===== src/rtl/snake_pkg.sv =====
// Shared snake-game definitions: cell encoding, FSM state encoding and
// the power-up food value used by food_gen and its consumers.
package snake_pkg;

    // Cell encoding: [X_MSB:X_LSB] is the column, [Y_MSB:Y_LSB] the row.
    localparam int CELL_W = 6;
    localparam int X_MSB  = 5;
    localparam int X_LSB  = 3;
    localparam int Y_MSB  = 2;
    localparam int Y_LSB  = 0;

    // food_eater sequencing states.
    typedef enum logic [1:0] {
        IDLE   = 2'd0,
        GEN    = 2'd1,
        SETTLE = 2'd2,
        CHECK  = 2'd3
    } state_t;

    // Food value that food_gen presents out of reset; it counts as placed.
    localparam logic [6:0] FOOD_INIT = 7'b1001110;

endpackage


===== src/rtl/food_eater.sv =====
// Food consumer/requester: detects the head landing on the food cell,
// asks food_gen for a new cell, and re-requests while the new cell sits
// on the snake body (bounded by MAX_RETRY). Drives grow and score.
module food_eater
    import snake_pkg::*;
#(
    parameter int SCORE_W   = 8,
    parameter int MAX_RETRY = 7,
    parameter int RETRY_W   = 3   // 2**RETRY_W must exceed MAX_RETRY
) (
    input  logic               CLK,
    input  logic               RST_N,
    input  logic               tick,
    input  logic [CELL_W-1:0]  head,
    input  logic [6:0]         food,
    input  logic               q_occ,
    output logic               gen,
    output logic               q_req,
    output logic [CELL_W-1:0]  q_pos,
    output logic               grow,
    output logic [SCORE_W-1:0] score,
    output logic               food_ok,
    output logic               food_bad
);

    localparam logic [SCORE_W-1:0] SCORE_MAX  = {SCORE_W{1'b1}};
    localparam logic [RETRY_W-1:0] RETRY_LAST = RETRY_W'(MAX_RETRY);

    state_t              state_r;
    state_t              state_s;
    logic [RETRY_W-1:0]  retry_r;
    logic [RETRY_W-1:0]  retry_s;
    logic [SCORE_W-1:0]  score_s;
    logic [CELL_W-1:0]   q_pos_s;
    logic                gen_s;
    logic                q_req_s;
    logic                grow_s;
    logic                food_ok_s;
    logic                food_bad_s;
    logic                hit_s;
    logic                unused_food_msb_s;

    // food[6] carries no position information and is deliberately ignored.
    assign unused_food_msb_s = food[6];

    // A hit needs a move tick, a settled food cell and the head on it.
    assign hit_s = tick && food_ok && (head == food[CELL_W-1:0]);

    // Next-state and next-output logic; pulses default low, levels hold.
    always_comb begin
        state_s    = state_r;
        retry_s    = retry_r;
        score_s    = score;
        q_pos_s    = q_pos;
        food_ok_s  = food_ok;
        gen_s      = 1'b0;
        q_req_s    = 1'b0;
        grow_s     = 1'b0;
        food_bad_s = 1'b0;
        case (state_r)
            IDLE: begin
                if (hit_s) begin
                    grow_s    = 1'b1;
                    gen_s     = 1'b1;
                    food_ok_s = 1'b0;
                    retry_s   = '0;
                    if (score != SCORE_MAX) begin
                        score_s = score + {{(SCORE_W-1){1'b0}}, 1'b1};
                    end else begin
                        score_s = score;
                    end
                    state_s = GEN;
                end else begin
                    state_s = IDLE;
                end
            end
            GEN: begin
                // food_gen captures the request at this edge.
                state_s = SETTLE;
            end
            SETTLE: begin
                // New food is stable now; query the body for it.
                q_req_s = 1'b1;
                q_pos_s = food[CELL_W-1:0];
                state_s = CHECK;
            end
            CHECK: begin
                if (!q_occ) begin
                    food_ok_s = 1'b1;
                    state_s   = IDLE;
                end else if (retry_r < RETRY_LAST) begin
                    retry_s = retry_r + {{(RETRY_W-1){1'b0}}, 1'b1};
                    gen_s   = 1'b1;
                    state_s = GEN;
                end else begin
                    // Out of retries: accept the occupied cell and flag it.
                    food_ok_s  = 1'b1;
                    food_bad_s = 1'b1;
                    state_s    = IDLE;
                end
            end
            default: begin
                state_s = IDLE;
            end
        endcase
    end

    // State, counters and registered outputs with synchronous reset.
    always_ff @(posedge CLK) begin
        if (!RST_N) begin
            state_r  <= IDLE;
            retry_r  <= '0;
            score    <= '0;
            q_pos    <= '0;
            gen      <= 1'b0;
            q_req    <= 1'b0;
            grow     <= 1'b0;
            food_ok  <= 1'b1;
            food_bad <= 1'b0;
        end else begin
            state_r  <= state_s;
            retry_r  <= retry_s;
            score    <= score_s;
            q_pos    <= q_pos_s;
            gen      <= gen_s;
            q_req    <= q_req_s;
            grow     <= grow_s;
            food_ok  <= food_ok_s;
            food_bad <= food_bad_s;
        end
    end

endmodule


===== config.mk =====
export PLATFORM = sky130hd
export DESIGN_NAME = food_eater
export DESIGN_NICKNAME = d
export VERILOG_FILES = /design/src/rtl/snake_pkg.sv /design/src/rtl/food_eater.sv
export SDC_FILE = /design/constraint.sdc
export NUM_CORES = 1
export LEC_CHECK = 0
export ABC_AREA = 1
export BUFFER_PORTS_ARGS = -buffer_cell sky130_fd_sc_hd__buf_4
export CORE_MARGIN = 2
export CORE_UTILIZATION = 30
export DETAILED_ROUTE_END_ITERATION = 16
export MAX_ROUTING_LAYER = met4
export PLACE_DENSITY_LB_ADDON = 0.12
export REMOVE_ABC_BUFFERS = 1
export SYNTH_ARGS = -nofsm -noshare
export SYNTH_HDL_FRONTEND = slang
export SYNTH_SLANG_ARGS = --single-unit

===== constraint.sdc =====
create_clock -name CLK -period 1.6 [get_ports CLK]
set_input_delay 0.16 -clock CLK [delete_from_list [all_inputs] [get_ports CLK]]
set_output_delay 0.16 -clock CLK [all_outputs]
set_load 0.05 [all_outputs]

# == Yosys cells after proc, flatten, opt, wreduce, memory -nomap -nowiden ==
# Cells that the tools add are included.
# classes
n_bitwise,0
add_sub_neg,2
multipliers,0
n_div,0
reduce_logical,9
magnitude_cmp,1
eq_ne,9
mux,18
n_shift,0
# op_table
operator,n
2-to-1 mux 1 bit,11
2-to-1 mux 3 bit,3
AND reduction 3 bit,3
adder 8 x 1 -> 8 bit (second input constant),1
inequality test 8 bit (second input constant),1
case mux 2 bit (4 select lines),1
== test 6 bit,1
inequality test 2 bit (second input constant),3
case mux 3 bit (2 select lines),1
== test 2 bit (second input constant),2
case mux 1 bit (2 select lines),2
AND reduction 4 bit,1
adder 3 x 1 -> 3 bit (second input constant),1
< comparator 3 bit (second input constant),1
inequality test 3 bit (second input constant),1
== test 2 x 1 -> 1 bit (second input constant),1
logical AND 1 bit,2
zero test 2 bit,1
AND reduction 2 bit,1
nonzero test 2 bit,1
# totals
register_bits,24
ramBits,0
latch_bits,0
mem_bits_ro,0
out_inout_bits,19
memories,0

# == Depth between registers and ports, before layout ==
# depth
ltp_word,4
mapped_depth,11

# == Least setup slack after synthesis ==
# No wires, ideal clock.
# synth_path
kind,register -> register
startpoint,reg food_ok
endpoint,reg score[5]
required_time_ps,1484
path_stages_with_launch,10
synth_period_minus_slack_ps,1686
setup_time_ps,116
t_arrival_ps,1570
slack_ps,-86
path_buffers,0
cell_sequence,dfxtp_1 > nand2_1 > a21oi_2 > nand2_1 > nor2_1 > nand3_2 > nor2_2 > nand3_2 > nand2_1 > nor2_2
# synth_between
elab_chain_len,3
# synth_lines
item,line,rtl
"start, declared",food_eater.sv:22,"output logic food_ok,"
"start signal, assigned",food_eater.sv:128,food_ok <= food_ok_s;
logical AND 1 bit (2 in series),food_eater.sv:47,assign hit_s = tick && food_ok && (head == food[CELL_W-1:0]);
AND reduction 3 bit (no line),n/a,
"end signal, assigned",food_eater.sv:123,score <= score_s;
"end, declared",food_eater.sv:21,"output logic [SCORE_W-1:0] score,"
# No other way between the ends.
# A chain may end at the register's enable or synchronous reset.

# == Worst setup path after layout ==
# layout_path
startpoint,reg score[1]
endpoint,reg score[5]
# layout_between
elab_chain_len,2
word_cells_on_any_way,3
# layout_lines
item
branches (longest 2 deep; another with adder 8 x 1 -> 8 bit)
# Several ways; the timed one is not identified.

==> impl_metrics.csv <==
group,metric,value,unit
cells_and_area,regArea,480,µm²
die,fp.dieH,72.1,µm
cells_and_area,fill_cells,491,
grt,grt_pass1_wl,5700,µm
timing,fin_worst_skew,0.00329,ns
timing,max_clock_freq,696,MHz
routing,ant_nets,0,
die,die_w,72.1,µm
worst_setup_path,timing.critical_path.fanout_max,7,
flow_run,cap_violations,0,
clock_tree,clk_pin_slew_worst_paths,0.09,ns
clock_tree,worstSkewPairLatency,0.27,ns
die,core,4410,µm²
timing,final.setup.tns,0,ns
cells_and_area,fin_util,41.0,%
cells_and_area,area_growth,29.9,%
power,peakVddDrop,407,µV
yosys,ys_ff_latch,24,
yosys,yosysTopAreaCell,"dfxtp_1",
die,ioPinCount,36,
clock_tree,cts_tree,"done",
grt,overflow,0,
grt,busiest_layer,"met2",
placed_design,gp_congestion,0.857,
worst_setup_path,crit_path_start,"score[1]",
die,die_area,5200,µm²
cells_and_area,final_common_cell,"nand2_1",
routing,drt-vias-per-instance,4.38,
routing,wl,3230,µm
power,p_per_area,915,nW/µm²
die,initial_utilization,31.5,%
cells_and_area,multiInputGateArea,777,µm²
cells_and_area,nNetsFinal,273,
worst_setup_path,worstPathRequired,1.76,ns
clock_tree,holdBufCountCts,0,
routing,firstDrtPassIters,4,
worst_setup_path,r2r-end,"score[5]",
grt,grtUsageMet2,21.8,%
timing,worstMarginPinSlew,0.434,ns
min_path,min_path_type,"in2reg",
worst_setup_path,r2r_start,"score[1]",
grt,use_met3,2.36,%
timing,max_slew_margin,71.1,%
grt,grt_pass1_vias,1270,
yosys,synth_cell_types,27,
clock_tree,cts.htree.levels,1,
power,p_leak,0.917,nW
yosys,syn_inst,209,
timing,hold_viol,0,
cells_and_area,n_antenna_cell,0,
clock_tree,clockRootBuffer,"clkbuf_8",
placed_design,place_hpwl,2510,µm
routing,drc,0,
timing,finalSetupViolCount,0,
cells_and_area,most-common-layout-cells,"54 x nand2_1, 39 x buf_4, 25 x inv_1, 24 x dfxtp_1, 20 x nor2_1",
yosys,ys_seq_area_share,34.5,%
yosys,synth-edff-count,0,
worst_setup_path,ff2ff_setup_slack,0.16,ns
worst_setup_path,reg2regPathDepth,9,
yosys,yosysWarnings,0,
clock_tree,post_cts_buffers,0,
routing,first_iter_violations,70,
timing,period_minus_slack,1.44,ns
yosys,ys_async_sr_fraction,0,%
worst_setup_path,worst-endpoint-arrival,1.60,ns
clock_tree,cts_sinks,24,
routing,vias,1318,
grt,grt_start_max_net_pins,17,
clock_tree,clockBufferDepth,2,
worst_setup_path,worstSetupEndpoint,"score[5]",
cells_and_area,drive_gt1_share,25.3,%
clock_tree,postCtsResizedCells,0,
die,std_cell_rows,24,
cells_and_area,fin_cells,301,
routing,wl_per_cell,10.7,µm
grt,track_usage,14.1,%
grt,grt_util_met1,18.5,%
yosys,synth_area_leaders,"dfxtp_1 35%, nand2_1 15%, inv_1 6.7%",
placed_design,dp.cells,297,
yosys,synthesis.area,1390,µm²
yosys,postSynthAreaPerCell,6.66,µm²
placed_design,portBuffers,34,
worst_setup_path,start_kind,"register",
yosys,yosys.area.top_type_share,34.5,%
yosys,synthFlopType,"dfxtp_1",
grt,antenna_found_initial,0,
timing,post-route-period-util,89.8,%
timing,rsz0062_at_grt,"no",
clock_tree,numCtsBuffers,3,
worst_setup_path,cp-end-kind,"register",
outcome,status,"completed",
timing,drv_slew,0,
worst_setup_path,critPathKind,"reg2reg",
state kept, by name, indices dropped and copies added (netlist names):
name and cells:
food_bad 1, food_ok 1, gen 1, grow 1, q_pos 6, q_req 1, retry_r 3, score 8
state_r 2
worst max-delay path, cell delays in order (launching register included):
cell and delay, ns:
dfxtp_1 0.36, ha_1 0.27, nand2_2 0.11, nor2_4 0.04, nand2_4 0.10, clkinv_2 0.08
nor2_2 0.17, nand3_2 0.08, nand2_1 0.08, nor2_2 0.03
per-stage QoR:
| step | instance area, µm² | power [mW] | worst slack, ns | hold slack [ns] |
|---|---|---|---|---|
| 5_1_grt | 1810 | 1.75 | 0.0287 | 0.145 |
| 3_3_place_gp | 1740 | 1.13 | 0.169 | 0.433 |
| 6_report | 1810 | 1.66 | 0.163 | 0.149 |
| 2_1_floorplan | 1380 | 0.977 | -0.0912 | 0.258 |
| 4_1_cts | 1810 | 1.68 | 0.147 | 0.143 |
| 3_5_place_dp | 1740 | 1.13 | 0.164 | 0.435 |
cell usage after synthesis (3+ instances only):
cell     count
nor3_1       3
o21ai_0      7
nand3_1     11
inv_1       25
nand4_1      8
dfxtp_1     24
a21oi_1     18
nand2_1     54
nor2_2       4
ha_1         6
nor2_1      20
nand3_2      3
inv_2        5
where the power goes:
group	leakage [nW]	internal (mW)	switching, mW	total [mW]
logic	0.687	0.150	0.298	0.448
clock network	0.0357	0.334	0.205	0.540
registers	0.194	0.643	0.0234	0.667
layer usage:
metal	wire, µm	vias up
met1	1590	542
met4	23	0
met3	145	2
li1	-	749
met5	0	-
met2	1470	25
logic make-up (layout without fill, tap and decap cells):
family	count (synthesis)	count (layout)	synth area share, %
simple gates	110	110	36.5
buf+inv	35	75	9.62
compound gates	30	30	11.4
flops	24	24	34.5
fa+ha+maj	6	6	5.40
xor+xnor	4	4	2.52
layout make-up:
| cell class | instances | share of cell area (%) |
|---|---|---|
| Multi-Input combinational cell | 150 | 43.0 |
| Inverter | 32 | 6.71 |
| Clock buffer | 3 | 2.28 |
| Sequential cell | 24 | 26.6 |
| Timing Repair Buffer | 39 | 16.2 |
| Clock inverter | 1 | 1.66 |
| Tap cell | 52 | 3.60 |
worst min-delay path by stage:
| stage | start | to | cells after the start |
|---|---|---|---|
| floorplan | RST_N | q_req | 2 |
| global placement | food[5] | q_pos[5] | 3 |
| detailed placement | food[5] | q_pos[5] | 3 |
| CTS | food[5] | q_pos[5] | 3 |
| global route | food[5] | q_pos[5] | 3 |
| finish | food[5] | q_pos[5] | 3 |
No activity file was read; power rests on OpenSTA's default activity.
